**config.mk**
```make
export PLATFORM = sky130hd
export DESIGN_NAME = reel_spin_sequencer
export DESIGN_NICKNAME = d
export VERILOG_FILES = /design/src/rtl/reel_spin_sequencer.sv
export SDC_FILE = /design/constraint.sdc
export NUM_CORES = 1
export LEC_CHECK = 0
export CAP_MARGIN = 20
export CORE_ASPECT_RATIO = 1.25
export CORE_UTILIZATION = 55
export CTS_BUF_LIST = sky130_fd_sc_hd__clkbuf_16
export DETAILED_ROUTE_END_ITERATION = 16
export PLACE_DENSITY = 0.8
export REMOVE_ABC_BUFFERS = 1
export SLEW_MARGIN = 20
export SYNTH_ARGS = -nofsm -noshare
export SYNTH_HDL_FRONTEND = slang
export SYNTH_SLANG_ARGS = --single-unit
```
**constraint.sdc**
```tcl
create_clock -name clk -period 5.6 [get_ports clk]
set_clock_uncertainty 0.1 [all_clocks]
set_input_delay 1.4 -clock clk [delete_from_list [all_inputs] [get_ports clk]]
set_output_delay 1.4 -clock clk [all_outputs]
set_load 0.05 [all_outputs]
```
**src/rtl/reel_spin_sequencer.sv**
```systemverilog
// Four-reel spin controller: free roll, timed spin, staggered per-reel lock onto RNG targets,
// timed result hold. All timing is clock-enable based inside the single clk domain.
module reel_spin_sequencer #(
    parameter int unsigned ROLL_DIV   = 35,
    parameter int unsigned SPIN_TICKS = 1400,
    parameter int unsigned LOCK_GAP   = 350,
    parameter int unsigned SHOW_TICKS = 3500
) (
    input  logic        clk,
    input  logic        rst_n,
    input  logic        spin,
    input  logic [15:0] target_digits,
    output logic [15:0] reel_digits,
    output logic [3:0]  reel_locked,
    output logic        busy,
    output logic [1:0]  phase,
    output logic        done
);

    localparam int unsigned ARM_SPAN  = 3 * LOCK_GAP + 1;
    localparam int unsigned T_MAX_A   = (SPIN_TICKS > ARM_SPAN) ? SPIN_TICKS : ARM_SPAN;
    localparam int unsigned T_MAX     = (T_MAX_A > SHOW_TICKS) ? T_MAX_A : SHOW_TICKS;
    localparam int unsigned TW        = (T_MAX < 2) ? 1 : $clog2(T_MAX);
    localparam int unsigned PW        = (ROLL_DIV < 2) ? 1 : $clog2(ROLL_DIV);

    typedef enum logic [1:0] {
        StIdle = 2'd0,
        StSpin = 2'd1,
        StLock = 2'd2,
        StShow = 2'd3
    } state_e;

    state_e        state_q, state_d;
    logic [TW-1:0] timer_q, timer_d;
    logic [PW-1:0] presc_q, presc_d;
    logic          spin_meta_q, spin_sync_q, spin_prev_q;
    logic [15:0]   digits_q, digits_d;
    logic [15:0]   tgt_q, tgt_d;
    logic [3:0]    locked_q, locked_d;
    logic          done_q, done_d;

    logic          roll_tick;
    logic          spin_edge;
    logic          spin_end;
    logic          show_end;
    logic [31:0]   timer_ext;
    logic [3:0]    match;

    assign roll_tick = (presc_q == PW'(ROLL_DIV - 1));
    assign spin_edge = spin_sync_q & ~spin_prev_q;
    assign spin_end  = (state_q == StSpin) && (timer_q == TW'(SPIN_TICKS - 1));
    assign show_end  = (state_q == StShow) && (timer_q == TW'(SHOW_TICKS - 1));
    assign timer_ext = 32'(timer_q);

    // State register
    always_ff @(posedge clk or negedge rst_n) begin
        if (!rst_n) begin
            state_q <= StIdle;
        end else begin
            state_q <= state_d;
        end
    end

    // Next-state logic
    always_comb begin
        state_d = state_q;
        unique case (state_q)
            StIdle: if (spin_edge)          state_d = StSpin;
            StSpin: if (spin_end)           state_d = StLock;
            StLock: if (locked_q == 4'hF)   state_d = StShow;
            StShow: if (show_end)           state_d = StIdle;
            default:                        state_d = StIdle;
        endcase
    end

    // Outputs
    always_comb begin
        phase       = state_q;
        busy        = (state_q != StIdle);
        done        = done_q;
        reel_digits = digits_q;
        reel_locked = locked_q;
    end

    // Datapath next-state: reels, lock flags, timer, prescaler
    always_comb begin
        digits_d = digits_q;
        match    = 4'b0;
        for (int k = 0; k < 4; k++) begin
            logic [3:0] nib;
            logic       armed;
            logic       step;
            nib      = digits_q[4*k +: 4];
            armed    = (state_q == StLock) && (timer_ext >= 32'(k) * LOCK_GAP);
            match[k] = armed && !locked_q[k] && (nib == tgt_q[4*k +: 4]);
            // A reel caught on its target this cycle must not step away from it
            step     = roll_tick && (state_q != StShow) && !locked_q[k] && !match[k];
            if (step) begin
                digits_d[4*k +: 4] = (nib == 4'd0) ? 4'd9 : 4'(nib - 4'd1);
            end
        end

        locked_d = show_end ? 4'b0 : (locked_q | match);

        tgt_d = tgt_q;
        if (spin_end) begin
            for (int k = 0; k < 4; k++) begin
                tgt_d[4*k +: 4] = (target_digits[4*k +: 4] > 4'd9) ? 4'd9
                                                                     : target_digits[4*k +: 4];
            end
        end

        if (state_d != state_q || state_q == StIdle) begin
            timer_d = '0;
        end else if (timer_q != {TW{1'b1}}) begin
            timer_d = timer_q + TW'(1);
        end else begin
            timer_d = timer_q;
        end

        presc_d = roll_tick ? '0 : presc_q + PW'(1);
        done_d  = show_end;
    end

    always_ff @(posedge clk or negedge rst_n) begin
        if (!rst_n) begin
            timer_q     <= '0;
            presc_q     <= '0;
            spin_meta_q <= 1'b0;
            spin_sync_q <= 1'b0;
            spin_prev_q <= 1'b0;
            digits_q    <= 16'h9999;
            tgt_q       <= 16'h0000;
            locked_q    <= 4'b0;
            done_q      <= 1'b0;
        end else begin
            timer_q     <= timer_d;
            presc_q     <= presc_d;
            spin_meta_q <= spin;
            spin_sync_q <= spin_meta_q;
            spin_prev_q <= spin_sync_q;
            digits_q    <= digits_d;
            tgt_q       <= tgt_d;
            locked_q    <= locked_d;
            done_q      <= done_d;
        end
    end

endmodule

```
==> results.tsv, run 1 <==
metric	value	unit
power.internal	0.000916	W
ff_latch_area	1510	sq um
drtAntennaViolNets	0	
pwr-share-comb	10.8	%
wire_per_inst	15.0	microns
ys_types	49	
ys_ff_latch	60	
synth-edff-count	0	
ys_seq_area_share	47.1	%
period_share	58.5	%
insertion_delay	0.32	ns
grt_pass1_vias	2444	
ctsResizeCount	0	
hp-class	flip-flop to flip-flop	
rrSetupSlack	3.31	ns
clkPwrFrac	46.7	%
die_height	87.4	microns
vias_per_cell	5.71	
drt-total-wl	6370	microns
async_flop_share	100	%
cap_viol_max_count	0	
layout.nets	378	
clock_path_buffers	2	
slew_headroom	51.2	%
cts_root_buf	clkbuf_16	
synth_ff_type	dfrtp_1	
powerDensity	313	nW/um^2
port_buffers	42	
grt_max_degree	61	
required	4.10	ns
multi_input_area	1550	sq um
core_area	5520	sq um
dp_hpwl	4440	microns
rows	30	
post_cts_buffers	0	
yosys_warnings	0	
final_area	3920	sq um
clk_pin_slew_worst_paths	0.05	ns
syn-cell-area	3210	sq um
grt_use_total	23.7	%
final_cell_mix	dfrtp_1 (52), clkdlybuf4s50_1 (41), nor2_1 (37)	
p_sw_share	25.5	%
gp_congestion	0.867	
crit_fanout	8	
critPathCaptureType	primary output	
outcome	finished, final reports clean	
fp.dieW	70.3	microns
placed_area	3600	sq um
drive_above_1_share	12.8	%
synth_cells	314	
route.detailed.drc	0	
synthToLayoutAreaGrowth	22.3	%
via_count	2423	
cts_tree	yes	
fin_util	71.1	%
period_minus_slack	3.28	ns
clkSinkCount	60	
seqPwrFrac	42.5	%
setup_viol	0	
cts_max_level	3	
postCtsHoldBufs	0	
p_leak	1.57	nW
vdd_drop_max	0.212	mV
grt_pass1_wl	11300	microns
max_slew.worst_pin.slew	0.732	ns
worstPathArrival	1.78	ns
antenna_found_initial	0	
synth_area_per_cell	10.2	sq um
cts_made_buffers	9	
initial_core_util	58.1	%
dr.pass1.iters	4	
dieArea	6140	sq um
nFillCells	397	
crit_type	flip-flop to primary output	
switchingPower	0.000313	W
slew_viol_final	0	
initialDrtViolationCount	172	
final_common_cell	dfrtp_1	
tns	0	ns
rsz0062_at_grt	false	
cp-start-kind	flip-flop	
finalHoldViolations	0	
pin_count	43	
diodes	0	
grt-ovfl-total	0	
clock.fmax	305	MHz
final timing paths:
check / endpoint / startpoint / cells after the start
worst max-delay path: busy / phase[1]$_DFF_PN0_ / 3
worst min-delay path: spin_sync_q$_DFF_PN0_ / spin_meta_q$_DFF_PN0_ / 0
worst max register to register: tgt_q[10]$_DFFE_PN0P_ / timer_q[2]$_DFFE_PN0P_ / 5
worst min register to register: spin_sync_q$_DFF_PN0_ / spin_meta_q$_DFF_PN0_ / 0
max in group asynchronous: reel_locked[3]$_DFF_PN0_ / rst_n / 2
min in group asynchronous: presc_q[0]$_DFF_PN0_ / rst_n / 2
cells in the mapped netlist (3+ instances only):
cell type	instances	area (sq um)
nand3_1	13	65.1
buf_6	5	56.3
o21ai_0	9	45.0
or4_1	3	22.5
dfrtp_1	52	1300
nor3_2	4	40.0
dfstp_2	8	210
ha_1	4	50.1
a31oi_1	6	37.5
and2_1	3	18.8
or3_1	3	18.8
mux2_1	6	67.6
xor2_1	15	131
inv_1	10	37.5
nand3b_1	8	60.1
xnor2_1	18	158
nand2b_1	3	18.8
nor3_1	10	50.1
buf_2	3	15.0
nor2b_1	6	37.5
nand4_1	8	50.1
buf_4	5	37.5
nor4_2	3	37.5
nor2_1	37	139
nand2_1	36	135
nor4_1	4	25.0
worst max-delay path, stage by stage (launching register included):
cell	delay, ns
dfrtp_1	0.45
inv_1	0.12
nand2_1	0.08
clkdlybuf4s50_1	0.79
area by class of cell:
class                   count  area share (%)
inverters                  10           0.957
multi-input cells         230            39.4
clock buffers               9            5.74
well taps                  64            2.04
clock inverters             7            2.33
flip-flops and latches     60            38.5
repair buffers             44            11.0
flip-flops by register name (all words and copies together) (netlist names):
name and cells:
tgt_q 16, reel_locked 4, reel_digits 16, done 1, presc_q 6, timer_q 12
spin_prev_q 1, spin_meta_q 1, spin_sync_q 1, phase 2
power by group through the flow:
stage               Combinational, W  Sequential [W]  Clock [W]
CTS                         0.000134        0.000520   0.000582
floorplan                  0.0000952        0.000509          0
finish                      0.000133        0.000523   0.000573
global route                0.000149        0.000531   0.000601
detailed placement          0.000132        0.000526          0
global placement            0.000127        0.000527          0
cell families after synthesis:
| logic type | Yosys count | share of synthesized area (%) |
|---|---|---|
| and+or+nand+nor | 155 | 27.3 |
| DFF | 60 | 47.1 |
| xor gates and xnor gates | 33 | 9.01 |
| AOI/OAI and AO/OA | 30 | 7.49 |
| buffers and inverters | 24 | 4.68 |
| muxes | 8 | 2.81 |
| adders and majority gates | 4 | 1.56 |
metal layers:
layer  routed length, microns  up-vias  global-route usage (%)  share of wire [%]
met3                      193       12                    3.82                3.0
met4                      126        0                    12.0                2.0
met2                     3400       52                    41.3                 53
met5                        0        -                       0                  0
li1                         -     1182                       -                  -
met1                     2650     1177                    28.3                 42
stage by stage:
stage | worst slack [ns] | hold WS (ns) | instances | total power (W)
finish | 2.32 | 0.262 | 424 | 0.00123
global placement | 2.70 | 0.234 | 408 | 0.000654
detailed placement | 2.67 | 0.252 | 408 | 0.000658
global route | 2.21 | 0.282 | 424 | 0.00128
CTS | 2.31 | 0.268 | 424 | 0.00124
floorplan | 2.86 | 0.231 | 300 | 0.000604
(Power assumes the default switching activity.)
==> run 2, diff against run 1 <==
clock period = 3.3 ns   (was 5.6 ns; I/O delays follow)
==> run 2 against run 1 <==
Die area is the same. Sequential share of layout area grew 0.54 points. First-iteration DRC count grew 8.1%. Clock power grew 40%. Via count grew 1.6%. Largest cell class unchanged.
==> results.tsv, run 2 (synthesis results as in run 1) <==
metric	value	unit	change
die_height	87.4	microns	unchanged
setup_viol	0		unchanged
met2_usage	39.9	%	-1.4 points
outcome	finished, final reports clean		
ctsResizeCount	0		unchanged
dp_hpwl	4520	microns	+1.6%
max_slew.worst_pin.slew	0.780	ns	+0.0478 ns
route.detailed.drc	0		unchanged
placed_cells	409		+0.25%
clock_path_buffers	2		unchanged
grt_pass1_vias	2473		+1.2%
initialDrtViolationCount	186		+8.1%
crit_fanout	8		unchanged
grt_use_met1	29.2	%	+0.88 points
clkSinkCount	60		unchanged
power	0.00191	W	+56%
wire_per_inst	15.8	microns	+5.1%
cts_made_buffers	9		unchanged
dieArea	6140	sq um	unchanged
critPathCaptureType	primary output		
crit_type	flip-flop to primary output		
drt-total-wl	6710	microns	+5.3%
rsz0062_at_grt	false		
final_cells	425		+0.24%
drive_above_1_share	12.5	%	-0.31 points
dr.pass1.iters	4		unchanged
final_cell_mix	dfrtp_1 (52), clkdlybuf4s50_1 (41), nor2_1 (37)		
clock.fmax	368	MHz	
fp.dieW	70.3	microns	unchanged
path_cells	inv_1, nand2_1, clkdlybuf4s50_1		
critPathSlowestCell	clkdlybuf4s50_1		
vias_per_cell	5.79		+1.3%
via_count	2461		+1.6%
rows	30		unchanged
post_cts_buffers	0		unchanged
clk_pin_slew_worst_paths	0.05	ns	about the same
cts_max_level	3		unchanged
gp_congestion	0.822		-5.2%
port_buffers	42		unchanged
cp-start-kind	flip-flop		
slew_viol_final	0		unchanged
grt-ovfl-total	0		unchanged
synthToLayoutAreaGrowth	20.6	%	
period_minus_slack	2.71	ns	
slew_headroom	48.0	%	-3.2 points
final_common_cell	dfrtp_1		
antenna_found_initial	0		unchanged
hold_slack	0.257	ns	-0.00534 ns
postCtsHoldBufs	0		unchanged
tns	0	ns	unchanged
nFillCells	420		+5.8%
cts_root_buf	clkbuf_16		
placed_area	3610	sq um	+0.21%
drtAntennaViolNets	0		unchanged
cts_tree	yes		
use_met3	5.21	%	+1.4 points
insertion_delay	0.32	ns	about the same
cap_viol_max_count	0		unchanged
hp-class	flip-flop to flip-flop		
layout.nets	379		+0.26%
grt_use_total	24.3	%	+0.58 points
period_share	82.2	%	
critPathMaxStageDelay	0.79	ns	about the same
p_leak	1.57	nW	-0.11%
worstPathArrival	1.79	ns	about the same
busiest_layer	met2		
diodes	0		unchanged
required	2.37	ns	-1.73 ns
finalHoldViolations	0		unchanged
powerDensity	495	nW/um^2	+58%
final_area	3870	sq um	-1.4%
core_area	5520	sq um	unchanged
initial_core_util	58.1	%	unchanged
grt_pass1_wl	11300	microns	-0.31%
pin_count	43		unchanged
vdd_drop_max	0.337	mV	+59%
grt_max_degree	37		-39%
[run 2: worst paths after layout]
path / to / cells past startpoint / startpoint / slack [ns]
max: busy / 3 / phase[1]$_DFF_PN0_ / 0.59
min: spin_sync_q$_DFF_PN0_ / 0 / spin_meta_q$_DFF_PN0_ / 0.26
min reg2reg: spin_sync_q$_DFF_PN0_ / 0 / spin_meta_q$_DFF_PN0_ / 0.26
max in group asynchronous: reel_digits[3]$_DFFE_PN1P_ / 2 / rst_n / 1.86
min in group asynchronous: presc_q[3]$_DFF_PN0_ / 1 / rst_n / 0.48
max reg2reg: tgt_q[9]$_DFFE_PN0P_ / 5 / timer_q[9]$_DFFE_PN0P_ / 0.95
[run 2: power by group]
part | switching, W | internal [W] | total (W)
clock network | 0.000309 | 0.000491 | 0.000800
logic | 0.000106 | 0.000119 | 0.000225
registers | 0.000107 | 0.000781 | 0.000887
total | 0.000522 | 0.00139 | 0.00191
[run 2: cell type report]
type / count / area [sq um] / share of cell area [%]
multi-input combinational: 230 / 1550 / 40.0
sequential: 60 / 1510 / 39.1
timing repair buffer: 45 / 438 / 11.3
clock buffer: 9 / 225 / 5.82
tap: 64 / 80.1 / 2.07
inverter: 10 / 37.5 / 0.971
clock inverter: 7 / 30.0 / 0.776
[run 2: metal layers]
metal	wire length (microns)	vias to the layer above
li1	-	1185
met1	2870	1197
met2	3390	62
met3	265	17
met4	182	0
met5	0	-
[run 2: worst max-delay path, delay by kind of cell (launching register included)]
family / cells / cell delay, ns
buf+inv: 2 / 0.92
flops: 1 / 0.45
simple gates: 1 / 0.09
[run 2: through the flow]
| stage | util [%] | worst slack (ns) |
|---|---|---|
| after CTS | 70.1 | 0.593 |
| after global routing | 70.1 | 0.534 |
| final | 70.1 | 0.586 |
| after floorplan | - | 1.02 |
| after detailed placement | 65.5 | 0.934 |
| after global placement | 65.5 | 0.965 |
==> run 3, diff against run 2 <==
clock period = 2.7 ns   (was 3.3 ns; I/O delays follow)
==> run 3 against run 2 <==
Count of clock-buffer cells in the layout unchanged. Via count down 0.33%. Clock power up 46%. Critical path depth unchanged. Global-route usage down 0.085 points. Critical path type unchanged. Critical endpoint unchanged.
==> results.tsv, run 3 (synthesis results as in run 1) <==
metric	value	unit	change
initial_core_util	58.1	%	unchanged
crit_type	flip-flop to primary output		
path_cells	inv_1, nand2_1, clkdlybuf4s50_1		
critPathSlowestCell	clkdlybuf4s50_1		
power.internal	0.00189	W	+36%
r2r_cells	5		unchanged
die_height	87.4	microns	unchanged
critPathCaptureType	primary output		
antenna_found_initial	0		unchanged
period_minus_slack	2.57	ns	
seqPwrFrac	42.8	%	-3.6 points
grt_pass1_vias	2433		-1.6%
synthToLayoutAreaGrowth	22.6	%	
port_buffers	42		unchanged
layout.nets	379		unchanged
rows	30		unchanged
ctsResizeCount	0		unchanged
post_cts_buffers	0		unchanged
crit_fanout	8		unchanged
grt-ovfl-total	0		unchanged
p_sw_share	25.1	%	-2.1 points
pin_count	43		unchanged
required	1.92	ns	-0.45 ns
final_common_cell	dfrtp_1		
p_leak	1.59	nW	+0.92%
worstPathArrival	1.80	ns	about the same
vdd_drop_max	0.368	mV	+9.2%
grt_pass1_wl	11500	microns	+1.9%
finalHoldViolations	0		unchanged
switchingPower	0.000635	W	+22%
fin_ws	0.128	ns	-0.458 ns
insertion_delay	0.32	ns	about the same
grt_use_total	24.2	%	-0.085 points
dp_hpwl	4610	microns	+2.0%
drive_above_1_share	12.5	%	unchanged
final_cell_mix	dfrtp_1 (52), clkdlybuf4s50_1 (41), nor2_1 (37)		
pre_cts_ws	0.459	ns	-0.475 ns
clock.fmax	389	MHz	
dr.pass1.iters	4		unchanged
powerDensity	643	nW/um^2	+30%
drtAntennaViolNets	0		unchanged
cts_tree	yes		
pwr-share-comb	10.8	%	-1.0 points
max_slew.worst_pin.slew	0.631	ns	-0.148 ns
reg2reg_to	reel_digits[14]$_DFFE_PN0P_		
via_count	2453		-0.33%
setup_viol	0		unchanged
gp_congestion	0.839		+2.1%
initialDrtViolationCount	195		+4.8%
postCtsHoldBufs	0		unchanged
final_cells	425		unchanged
worst-path-stages	3		unchanged
clock_path_buffers	2		unchanged
rsz0062_at_grt	false		
vias_per_cell	5.77		-0.33%
clk_pin_slew_worst_paths	0.05	ns	about the same
clkSinkCount	60		unchanged
rrSetupSlack	0.49	ns	-0.46 ns
tns	0	ns	unchanged
cp-start-kind	flip-flop		
outcome	finished, final reports clean		
r2r-start	timer_q[8]$_DFFE_PN0P_		
diodes	0		unchanged
path_buf_inv	2		unchanged
core_area	5520	sq um	unchanged
cts_made_buffers	9		unchanged
slew_viol_final	0		unchanged
cts_max_level	3		unchanged
grt_max_degree	37		unchanged
clkPwrFrac	46.4	%	+4.6 points
fp.dieW	70.3	microns	unchanged
cts_root_buf	clkbuf_16		
cap_viol_max_count	0		unchanged
hp-class	input port to asynchronous set/reset pin		
placed_cells	409		unchanged
path_delay_family	buffers and inverters		
drt-total-wl	6680	microns	-0.46%
dieArea	6140	sq um	unchanged
period_share	95.3	%	
critPathMaxStageDelay	0.80	ns	about the same
slew_headroom	57.6	%	+9.5 points
wire_per_inst	15.7	microns	-0.46%
route.detailed.drc	0		unchanged
[run 3: cell types whose count changed in the layout (fill, tap and decap cells not counted), moves of 2 or more]
cell       change
inv_1          -2
clkinv_2       -3
bufinv_16      +2
clkinv_1       +2
[run 3: worst max path at each step]
stage | from | endpoint | slack (ns)
after floorplan | phase[1]$_DFF_PN0_ | reel_digits[10]$_DFFE_PN0P_ | 0.42
after detailed placement | phase[1]$_DFF_PN0_ | busy | 0.46
after global placement | timer_q[4]$_DFFE_PN0P_ | reel_digits[9]$_DFFE_PN0P_ | 0.51
after global routing | phase[1]$_DFF_PN0_ | busy | 0.07
final | phase[1]$_DFF_PN0_ | busy | 0.13
after CTS | phase[1]$_DFF_PN0_ | busy | 0.13
[run 3: area by class of cell]
cell class | count | area [sq um]
clock inverters | 7 | 82.6
flip-flops and latches | 60 | 1510
multi-input cells | 230 | 1550
fillers | 407 | 1590
inverters | 10 | 37.5
repair buffers | 45 | 450
clock buffers | 9 | 225
well taps | 64 | 80.1
[run 3: worst reg2reg max path, stage by stage (launching register included)]
cell,delay (ns)
dfrtp_1,0.54
or4_1,0.56
nor3_2,0.17
a211oi_2,0.10
nor4_2,0.28
mux2_1,0.35
[run 3: metal layers]
metal	global-route usage, %	vias to the layer above	share of wire, %
li1	-	1190	-
met4	10.5	0	1.7
met2	42.2	49	53
met3	5.44	11	2.7
met1	28.6	1203	43
met5	0	-	0
[run 3: power groups by stage]
stage / Sequential (W) / Clock [W] / Combinational [W]
2_1_floorplan: 0.00106 / 0 / 0.000198
3_5_place_dp: 0.00109 / 0 / 0.000273
3_3_place_gp: 0.00109 / 0 / 0.000269
4_1_cts: 0.00108 / 0.00119 / 0.000274
5_1_grt: 0.00109 / 0.00124 / 0.000310
6_report: 0.00108 / 0.00117 / 0.000272
[run 3: through the flow]
step	power, W	utilization [%]	hold WS [ns]	instance area (sq um)
final	0.00253	71.3	0.245	3930
after CTS	0.00255	71.3	0.247	3930
after global placement	0.00136	65.7	0.233	3620
after floorplan	0.00125	-	0.231	3090
after detailed placement	0.00136	65.7	0.236	3620
after global routing	0.00264	71.3	0.248	3930
